## src/rtl/cnn_ram_pkg.sv

```systemverilog
`default_nettype none
// ============================================================================
// cnn_ram_pkg : shared RAM geometry and arbiter defaults for the CNN engines
// Revision 1.0 : initial release
// ============================================================================
package cnn_ram_pkg;

  localparam int RAM_ADDR_W    = 16;
  localparam int RAM_DATA_W    = 16;
  localparam int DEF_NUM_REQ   = 3;
  localparam int DEF_BURST_MAX = 4;

  typedef enum logic [1:0] {
    ACC_NONE  = 2'd0,
    ACC_READ  = 2'd1,
    ACC_WRITE = 2'd2
  } acc_kind_e;

endpackage
`default_nettype wire

```

## src/rtl/rr_priority_picker.sv

```systemverilog
`default_nettype none
// ============================================================================
// rr_priority_picker : first set request scanning ptr, ptr+1, ... mod NUM_REQ
// Revision 1.0 : initial release
// ============================================================================
module rr_priority_picker #(
  parameter int NUM_REQ = 3,
  parameter int IDX_W   = 2
) (
  input  logic [NUM_REQ-1:0] req,
  input  logic [IDX_W-1:0]   ptr,
  output logic [NUM_REQ-1:0] onehot,
  output logic [IDX_W-1:0]   idx,
  output logic               found
);

  logic [IDX_W:0]   w_sum;
  logic [IDX_W-1:0] w_pos;

  always_comb begin
    onehot = '0;
    idx    = '0;
    found  = 1'b0;
    w_sum  = '0;
    w_pos  = '0;
    for (int k = 0; k < NUM_REQ; k++) begin
      // One conditional subtract suffices: ptr < NUM_REQ and k < NUM_REQ.
      w_sum = {1'b0, ptr} + (IDX_W+1)'(k);
      if (w_sum >= (IDX_W+1)'(NUM_REQ)) begin
        w_sum = w_sum - (IDX_W+1)'(NUM_REQ);
      end
      w_pos = w_sum[IDX_W-1:0];
      if (!found && req[w_pos]) begin
        found         = 1'b1;
        idx           = w_pos;
        onehot[w_pos] = 1'b1;
      end
    end
  end

endmodule
`default_nettype wire

```

## src/rtl/ram_port_arbiter.sv

```systemverilog
`default_nettype none
// ============================================================================
// ram_port_arbiter : round-robin, burst-bounded sharing of one 1-cycle RAM port
// Revision 1.0 : initial release
// ============================================================================
module ram_port_arbiter
  import cnn_ram_pkg::*;
#(
  parameter int NUM_REQ   = DEF_NUM_REQ,
  parameter int ADDR_W    = RAM_ADDR_W,
  parameter int DATA_W    = RAM_DATA_W,
  parameter int BURST_MAX = DEF_BURST_MAX
) (
  input  logic                      clk,
  input  logic                      rst,
  input  logic [NUM_REQ-1:0]        req,
  input  logic [NUM_REQ-1:0]        req_we,
  input  logic [NUM_REQ*ADDR_W-1:0] req_addr,
  input  logic [NUM_REQ*DATA_W-1:0] req_data,
  output logic [NUM_REQ-1:0]        gnt,
  output logic                      rvalid,
  output logic [NUM_REQ-1:0]        rid,
  output logic [DATA_W-1:0]         rdata,
  output logic [ADDR_W-1:0]         ram_addr,
  output logic [DATA_W-1:0]         ram_data,
  output logic                      ram_we,
  input  logic [DATA_W-1:0]         ram_q
);

  localparam int                 IDX_W     = $clog2(NUM_REQ);
  localparam int                 CNT_W     = $clog2(BURST_MAX + 1);
  localparam logic [CNT_W-1:0]   BURST_LIM = CNT_W'(BURST_MAX);
  localparam logic [NUM_REQ-1:0] ONE_HOT0  = NUM_REQ'(1);
  localparam logic [IDX_W-1:0]   LAST_IDX  = IDX_W'(NUM_REQ - 1);

  logic [IDX_W-1:0]   r_ptr;
  logic [IDX_W-1:0]   r_owner_idx;
  logic               r_owner_vld;
  logic [CNT_W-1:0]   r_burst_cnt;
  logic [ADDR_W-1:0]  r_last_addr;
  logic [DATA_W-1:0]  r_last_data;
  logic               r_rvalid;
  logic [NUM_REQ-1:0] r_rid;

  logic [ADDR_W-1:0]  w_addr [NUM_REQ];
  logic [DATA_W-1:0]  w_data [NUM_REQ];
  logic [NUM_REQ-1:0] w_owner_mask;
  logic [NUM_REQ-1:0] w_others;
  logic               w_keep;
  logic [NUM_REQ-1:0] w_pick_onehot;
  logic [IDX_W-1:0]   w_pick_idx;
  logic               w_pick_found;
  logic [IDX_W-1:0]   w_gnt_idx;
  logic               w_gnt_any;
  logic [IDX_W-1:0]   w_ptr_next;
  logic [CNT_W-1:0]   w_cnt_next;
  acc_kind_e          w_acc;

  for (genvar i = 0; i < NUM_REQ; i++) begin : g_unpack
    assign w_addr[i] = req_addr[i*ADDR_W +: ADDR_W];
    assign w_data[i] = req_data[i*DATA_W +: DATA_W];
  end

  rr_priority_picker #(
    .NUM_REQ (NUM_REQ),
    .IDX_W   (IDX_W)
  ) u_picker (
    .req    (req),
    .ptr    (r_ptr),
    .onehot (w_pick_onehot),
    .idx    (w_pick_idx),
    .found  (w_pick_found)
  );

  // The current owner may run past BURST_MAX only when nobody else is waiting.
  assign w_owner_mask = ONE_HOT0 << r_owner_idx;
  assign w_others     = req & ~w_owner_mask;
  assign w_keep       = r_owner_vld && req[r_owner_idx] &&
                        ((r_burst_cnt < BURST_LIM) || !(|w_others));

  always_comb begin
    gnt       = '0;
    w_gnt_idx = '0;
    w_gnt_any = 1'b0;
    if (!rst) begin
      if (w_keep) begin
        gnt       = w_owner_mask;
        w_gnt_idx = r_owner_idx;
        w_gnt_any = 1'b1;
      end else if (w_pick_found) begin
        gnt       = w_pick_onehot;
        w_gnt_idx = w_pick_idx;
        w_gnt_any = 1'b1;
      end
    end
  end

  always_comb begin
    w_acc    = ACC_NONE;
    ram_addr = r_last_addr;
    ram_data = r_last_data;
    if (w_gnt_any) begin
      w_acc    = req_we[w_gnt_idx] ? ACC_WRITE : ACC_READ;
      ram_addr = w_addr[w_gnt_idx];
      ram_data = w_data[w_gnt_idx];
    end
    ram_we = (w_acc == ACC_WRITE);
  end

  always_comb begin
    w_ptr_next = (w_gnt_idx == LAST_IDX) ? '0 : w_gnt_idx + IDX_W'(1);
    if (!r_owner_vld || (r_owner_idx != w_gnt_idx)) begin
      w_cnt_next = CNT_W'(1);
    end else if (r_burst_cnt == BURST_LIM) begin
      w_cnt_next = BURST_LIM;
    end else begin
      w_cnt_next = r_burst_cnt + CNT_W'(1);
    end
  end

  always_ff @(posedge clk) begin
    if (rst) begin
      r_ptr       <= '0;
      r_owner_idx <= '0;
      r_owner_vld <= 1'b0;
      r_burst_cnt <= '0;
      r_last_addr <= '0;
      r_last_data <= '0;
      r_rvalid    <= 1'b0;
      r_rid       <= '0;
    end else begin
      r_rvalid <= (w_acc == ACC_READ);
      r_rid    <= (w_acc == ACC_READ) ? gnt : '0;
      if (w_gnt_any) begin
        r_owner_vld <= 1'b1;
        r_owner_idx <= w_gnt_idx;
        r_burst_cnt <= w_cnt_next;
        r_ptr       <= w_ptr_next;
        r_last_addr <= ram_addr;
        r_last_data <= ram_data;
      end else begin
        r_owner_vld <= 1'b0;
        r_burst_cnt <= '0;
      end
    end
  end

  assign rvalid = r_rvalid;
  assign rid    = r_rid;
  assign rdata  = ram_q;

endmodule
`default_nettype wire

```

## config.mk

```make
export PLATFORM = sky130hd
export DESIGN_NAME = ram_port_arbiter
export DESIGN_NICKNAME = d
export VERILOG_FILES = /design/src/rtl/cnn_ram_pkg.sv /design/src/rtl/rr_priority_picker.sv /design/src/rtl/ram_port_arbiter.sv
export SDC_FILE = /design/constraint.sdc
export NUM_CORES = 1
export LEC_CHECK = 0
export CAP_MARGIN = 5
export CORE_UTILIZATION = 45
export CTS_BUF_LIST = sky130_fd_sc_hd__clkbuf_16
export DETAILED_ROUTE_END_ITERATION = 8
export GPL_ROUTABILITY_DRIVEN = 0
export PLACE_DENSITY = 0.87
export RECOVER_POWER = 100
export SLEW_MARGIN = 20
export SYNTH_ARGS = -nofsm -noshare
export SYNTH_HDL_FRONTEND = slang
export SYNTH_SLANG_ARGS = --single-unit
export TNS_END_PERCENT = 100
```

## constraint.sdc

```tcl
create_clock -name clk -period 5.7 [get_ports clk]
set_input_delay 0.57 -clock clk [delete_from_list [all_inputs] [get_ports clk]]
set_output_delay 0.57 -clock clk [all_outputs]
set_load 0.1 [all_outputs]
```

==> out/metrics.cfg, run 1 <==
[worst_setup_path]
r2r_cells=10
critPathKind=in2out
crit_path_start_kind=primary input
cp_top_family=simple AND/OR/NAND/NOR gates
rr_endpoint=r_last_data[7]
cp.arrival_ns=4.56
cpMaxStageDelayCell=nor3_1
slowest_delay_ns=0.73
critPathBufInv=3
r2r_start=r_ptr[0]
worst_ep_required_time_ns=5.13
worstPathCellList=dlygate4sd3_1 > or4b_1 > o2111a_1 > nor3_1 > or2_1 > buf_4 > nand3_2 > o21ai_0 > buf_12
cp-end-kind=primary output
reg2reg_slack_ns=1.59
crit_fanout=31

[synthesis]
synthArstFlopShare=0
yosysUniqueCellTypes=60
synthTopCellsByArea=dfxtp_1, a22oi_1, nand3_1, mux2i_1, buf_4
netlist_area_um2=3650
yosys_warnings=0
yosysMostFrequentCell=dfxtp_1
syn_area_per_cell_um2=7.91
synth_seq_area_share=0.242
ys_seq_elements=44
syn-num-nets=587
synth_top_flop_cell=dfxtp_1
yosysTopAreaCellShare=0.242
syn_inst=461
synth-edff-count=0
yosysTopAreaCell=dfxtp_1
ys_top_cells_by_count=dfxtp_1, nand3_1, a22oi_1, nor2_1, nand2_1

[worst_hold_path]
min_to=r_ptr[0]
min_from=r_ptr[0]
worst_hold_path_type=reg2reg
worstHoldPathCells=2

[sta]
skew_ns=0.00783
setup_tns_ns=0
worstMarginPinSlew_ns=1.09
setup_viol=0
max_slew_margin=0.273
min_period_ns=5.13
rsz0062_at_grt=false
min_period_over_period=0.899
fmax_ghz=0.195
finalHoldViolations=0
report.final.slew_viol_count=0

[clock_network]
clk_path_buf_depth=2
cts_resized=0
cts_inserted_buffers=5
cts_hold_buffers=0
cts_tree=yes
clkTransAtPathRegs_ns=0.06
clock_sinks=44
post_cts.repair.setup_buffers=0
cts_htree_levels=2
worstSkewPairLatency_ns=0.28
root_buffer=clkbuf_16

[routing]
drc=0
routed_wl_um=11800
drtPass1Iterations=5
via_per_inst=6.35
ant_nets=0
drt_iter0_markers=349
vias=4200
post_drt_wl_per_cell_um=17.9

[floorplanning]
io_pins=176
start_util=0.469
fp.dieH_um=92.0
die_width_um=92.0
die-area_um2=8470
placementRows=32
core_um2=7770

[finish]
diodes=0
area_growth_pct=45.7
drive_gt1_frac=0.129
fin_area_um2=5310
final_net_count=685
num-fill-cells=633

[outcome]
status=finished clean

[grt]
antenna_found_initial=0
grt_pass1_vias=4078
grt.total_usage=0.275
grt_max_degree=42
grt_pass1_wl_um=18900
grt-ovfl-total=0

[power]
p_leak_nw=1.89
pwr_density_cell_nw_per_um2=474
ir_worst_vdd_mv=0.367

[place]
placed_area_um2=5270
io_buffers=143
dp_hpwl_um=8590

[job]
cap_violations=0

[cells in the final DEF, fill, tap and decap left out, types with 14 or more instances in the layout]
master	instances
a22oi_1	31
o22ai_1	15
nor3b_1	18
nand3_1	38
a21oi_1	26
o31ai_1	18
buf_12	29
nand2_1	27
mux2i_1	17
nor2_1	30
inv_1	14
a211oi_1	17
dfxtp_1	44
clkdlybuf4s50_1	102
o21ai_0	21
[flip-flops by register name, indices dropped and copies added (netlist names)]
register	flops
r_burst_cnt	3
r_last_addr	16
r_last_data	16
r_owner_idx	2
r_owner_vld	1
r_ptr	2
rid	3
rvalid	1
[cells by family after synthesis]
kind of cell               after synthesis  share of synthesized area
muxes                                   19                     0.0539
AOI/OAI and AO/OA                      168                      0.341
adders and majority gates                7                     0.0233
DFF                                     44                      0.242
buffers and inverters                   76                      0.115
and+or+nand+nor                        147                      0.225
[how the worst max path moves through the flow]
stage	from	slack, ns	depth (start not counted)	endpoint
2_1_floorplan	r_ptr[0]	0.71	11	ram_addr[0]
3_3_place_gp	req[1]	0.95	10	ram_addr[6]
3_5_place_dp	req[1]	0.83	10	ram_addr[6]
4_1_cts	req[1]	0.82	10	ram_addr[8]
5_1_grt	req[1]	0.27	9	ram_addr[4]
6_report	req[1]	0.57	9	ram_data[13]
[worst reg2reg max path, stage by stage (launching register included)]
cell	delay, ns
dfxtp_1	0.38
inv_1	0.09
ha_1	0.45
a21oi_1	0.20
o21ai_0	0.11
a311oi_1	0.75
o21ai_4	0.10
buf_4	0.30
nand3_2	0.44
clkbuf_1	0.86
o221ai_1	0.27
[area by class of cell]
class | count | area (um2) | area share
clock buffer | 5 | 125 | 0.0236
clock inverter | 2 | 8.76 | 0.00165
inverter | 13 | 48.8 | 0.00919
multi-input combinational | 341 | 2340 | 0.441
sequential | 44 | 881 | 0.166
tap | 102 | 128 | 0.0240
timing repair buffer | 154 | 1780 | 0.334
[per-stage QoR]
stage / cells / hold slack (ns) / utilization / power, mW / worst slack [ns]
after floorplan: 461 / 0.453 / - / 1.74 / 0.710
after global placement: 654 / 0.466 / 0.679 / 2.25 / 0.953
after detailed placement: 654 / 0.478 / 0.679 / 2.29 / 0.835
after CTS: 661 / 0.495 / 0.696 / 2.56 / 0.818
after global routing: 661 / 0.508 / 0.684 / 2.61 / 0.271
final: 661 / 0.495 / 0.684 / 2.52 / 0.573
[power breakdown]
| group | leakage, nW | internal (mW) | switching [mW] |
|---|---|---|---|
| logic | 1.45 | 0.594 | 1.21 |
| clock network | 0.0709 | 0.158 | 0.118 |
| registers | 0.365 | 0.389 | 0.0514 |
| total | 1.89 | 1.14 | 1.37 |
[layer usage]
metal | up-vias | part of all wire | GRT usage
li1 | 1935 | - | -
met1 | 1975 | 0.38 | 0.310
met2 | 243 | 0.50 | 0.483
met3 | 47 | 0.091 | 0.0730
met4 | 0 | 0.033 | 0.120
met5 | - | 0 | 0
Note: power is estimated with default switching activity, not from simulation.
==> inputs of run 2 (changes only) <==
CORE_UTILIZATION = 42   (was 45)
CTS_CLUSTER_DIAMETER = 200   (was unset)
GPL_ROUTABILITY_DRIVEN = 1   (was 0)
PLACE_DENSITY = 0.81   (was 0.87)
clock period = 5.5 ns   (was 5.7 ns; I/O delays follow)
==> run 2 against run 1 <==
Compared with the run above:
- the run now ends with max-capacitance violations, max-slew violations left
- core utilization fell by 4.6 points
- clock power up 24%
- largest power group unchanged
- largest cell class unchanged
- flip-flop and latch count did not move
- worst hold slack gained 0.0016 ns
- combinational power about the same
- wire length is 3.6% lower
- die area grew 7.0%
- non-clock buffer count is 1 higher
==> out/metrics.cfg, run 2 (synthesis results as in run 1) <==
[outcome]
status=finished with violations
violations=max-capacitance violations, max-slew violations

[floorplanning]
start_util=0.439  ; -0.0301
placementRows=33  ; +3.1%
die-area_um2=9060  ; +7.0%
fp.dieH_um=95.2  ; +3.4%
die_width_um=95.2  ; +3.4%
io_pins=176  ; unchanged
core_um2=8300  ; +6.8%

[grt]
met1_usage=0.315  ; +0.00432
grt_pass1_vias=3869  ; -5.1%
grt.total_usage=0.251  ; -0.0236
grt-ovfl-total=0  ; unchanged
grt_use_met3=0.0638  ; -0.00917
met2_usage=0.427  ; -0.0558
gr-max-usage-layer=met2
antenna_found_initial=0  ; unchanged
grt_pass1_wl_um=18200  ; -3.8%
grt_max_degree=43  ; +2.4%

[sta]
setup_viol=0  ; unchanged
max_slew_margin=-0.120  ; -0.394
min_period_ns=5.02
min_period_over_period=0.913
finalHoldWorstSlack_ns=0.496  ; +0.00158 ns
setup_tns_ns=0  ; unchanged
fmax_ghz=0.199
rsz0062_at_grt=false
worstMarginPinSlew_ns=1.68  ; +0.591 ns
skew_ns=0.00561  ; -0.00222 ns
report.final.slew_viol_count=37  ; +37
finalHoldViolations=0  ; unchanged

[finish]
top_regs=r_last_addr: 16 flops, r_last_data: 16 flops
diodes=0  ; unchanged
final_common_cell=clkdlybuf4s50_1
final_util=0.638  ; -0.0458
drive_gt1_frac=0.139  ; +0.0102
num-fill-cells=682  ; +7.7%
layout_common_cells=clkdlybuf4s50_1, dfxtp_1, nand3_1
final_net_count=686  ; +0.15%
area_growth_pct=45.3

[worst_setup_path]
worst_ep_required_time_ns=4.95  ; -0.18 ns
rr_endpoint=r_last_addr[5]
cp-end-kind=primary output
r2r_cells=8  ; -2
crit_path_start_kind=primary input
critPathKind=in2out
r2r_start=r_owner_idx[1]
reg2reg_slack_ns=1.22  ; -0.37 ns
cp.arrival_ns=4.47  ; -0.09 ns
crit_fanout=42  ; +35%

[clock_network]
cts_hold_buffers=0  ; unchanged
cts_tree=yes
worstSkewPairLatency_ns=0.28  ; about the same
clk_path_buf_depth=2  ; unchanged
cts_inserted_buffers=5  ; unchanged
cts_resized=0  ; unchanged
clock_sinks=44  ; unchanged
post_cts.repair.setup_buffers=0  ; unchanged
clkTransAtPathRegs_ns=0.06  ; about the same
cts_htree_levels=2  ; unchanged
root_buffer=clkbuf_16

[worst_hold_path]
worst_hold_path_type=reg2reg
min_to=r_last_addr[10]
min_from=r_last_addr[10]
worstHoldPathCells=2  ; unchanged

[routing]
ant_nets=0  ; unchanged
routed_wl_um=11400  ; -3.6%
drc=0  ; unchanged
drt_iter0_markers=265  ; -24%
via_per_inst=6.20  ; -2.5%
vias=4126  ; -1.8%
post_drt_wl_per_cell_um=17.1  ; -4.4%
drtPass1Iterations=6  ; +1

[place]
dp_hpwl_um=8250  ; -4.0%
io_buffers=143  ; unchanged
gp_congestion=0.822

[power]
power_mw=2.61  ; +3.8%
p_int_mw=1.19  ; +4.6%
power_switching_share=0.543  ; -0.00361
pwr_density_cell_nw_per_um2=493  ; +4.1%
pwr-share-clk=0.130  ; +0.021
switching_power_mw=1.42  ; +3.1%
combPwrFrac=0.696  ; -0.019
p_leak_nw=1.88  ; -0.61%
ir_worst_vdd_mv=0.364  ; -0.86%
p_seq_frac=0.174  ; about the same

[job]
cap_violations=1  ; +1

run 2: per-stage QoR:
step	cells	cell area, um2	setup WS, ns
finish	666	5300	0.479
global route	666	5300	0.289
CTS	666	5450	0.714
detailed placement	658	5280	0.723
global placement	658	5280	0.800
floorplan	461	3650	0.530
run 2: routing by layer:
metal,vias to the layer above,part of all wire
met3,18,0.082
li1,1939,-
met4,0,0.014
met2,209,0.49
met1,1960,0.41
met5,-,0
run 2: area by class of cell:
cell class	count	area [um2]	area share
multi-input combinational	341	2360	0.446
timing repair buffer	155	1710	0.322
clock inverter	3	42.5	0.00803
inverter	13	48.8	0.00921
tap	105	131	0.0248
sequential	44	881	0.166
clock buffer	5	125	0.0236
run 2: worst max path at each step:
stage                     startpoint          end
after detailed placement      req[1]  ram_addr[2]
after CTS                     req[1]  ram_addr[2]
after global placement        req[1]  ram_addr[7]
after global routing          req[1]  ram_data[3]
after floorplan             r_ptr[0]  ram_addr[0]
final                         req[1]  ram_addr[2]
run 2: worst max-delay path: stages:
cell and delay, ns:
dlygate4sd3_1 0.71, or4b_1 0.57, o2111a_1 0.24, nor4_4 0.26
buf_4 0.28, or2_2 0.71, buf_4 0.34, mux2i_1 0.29
o21ai_1 0.09, clkbuf_2 0.39
run 2: power by group through the flow:
stage	sequential, mW	combinational, mW	clock [mW]
final	0.453	1.82	0.340
after global routing	0.463	1.91	0.357
after CTS	0.453	1.92	0.347
after detailed placement	0.459	1.91	0
after global placement	0.453	1.90	0
after floorplan	0.483	1.32	0
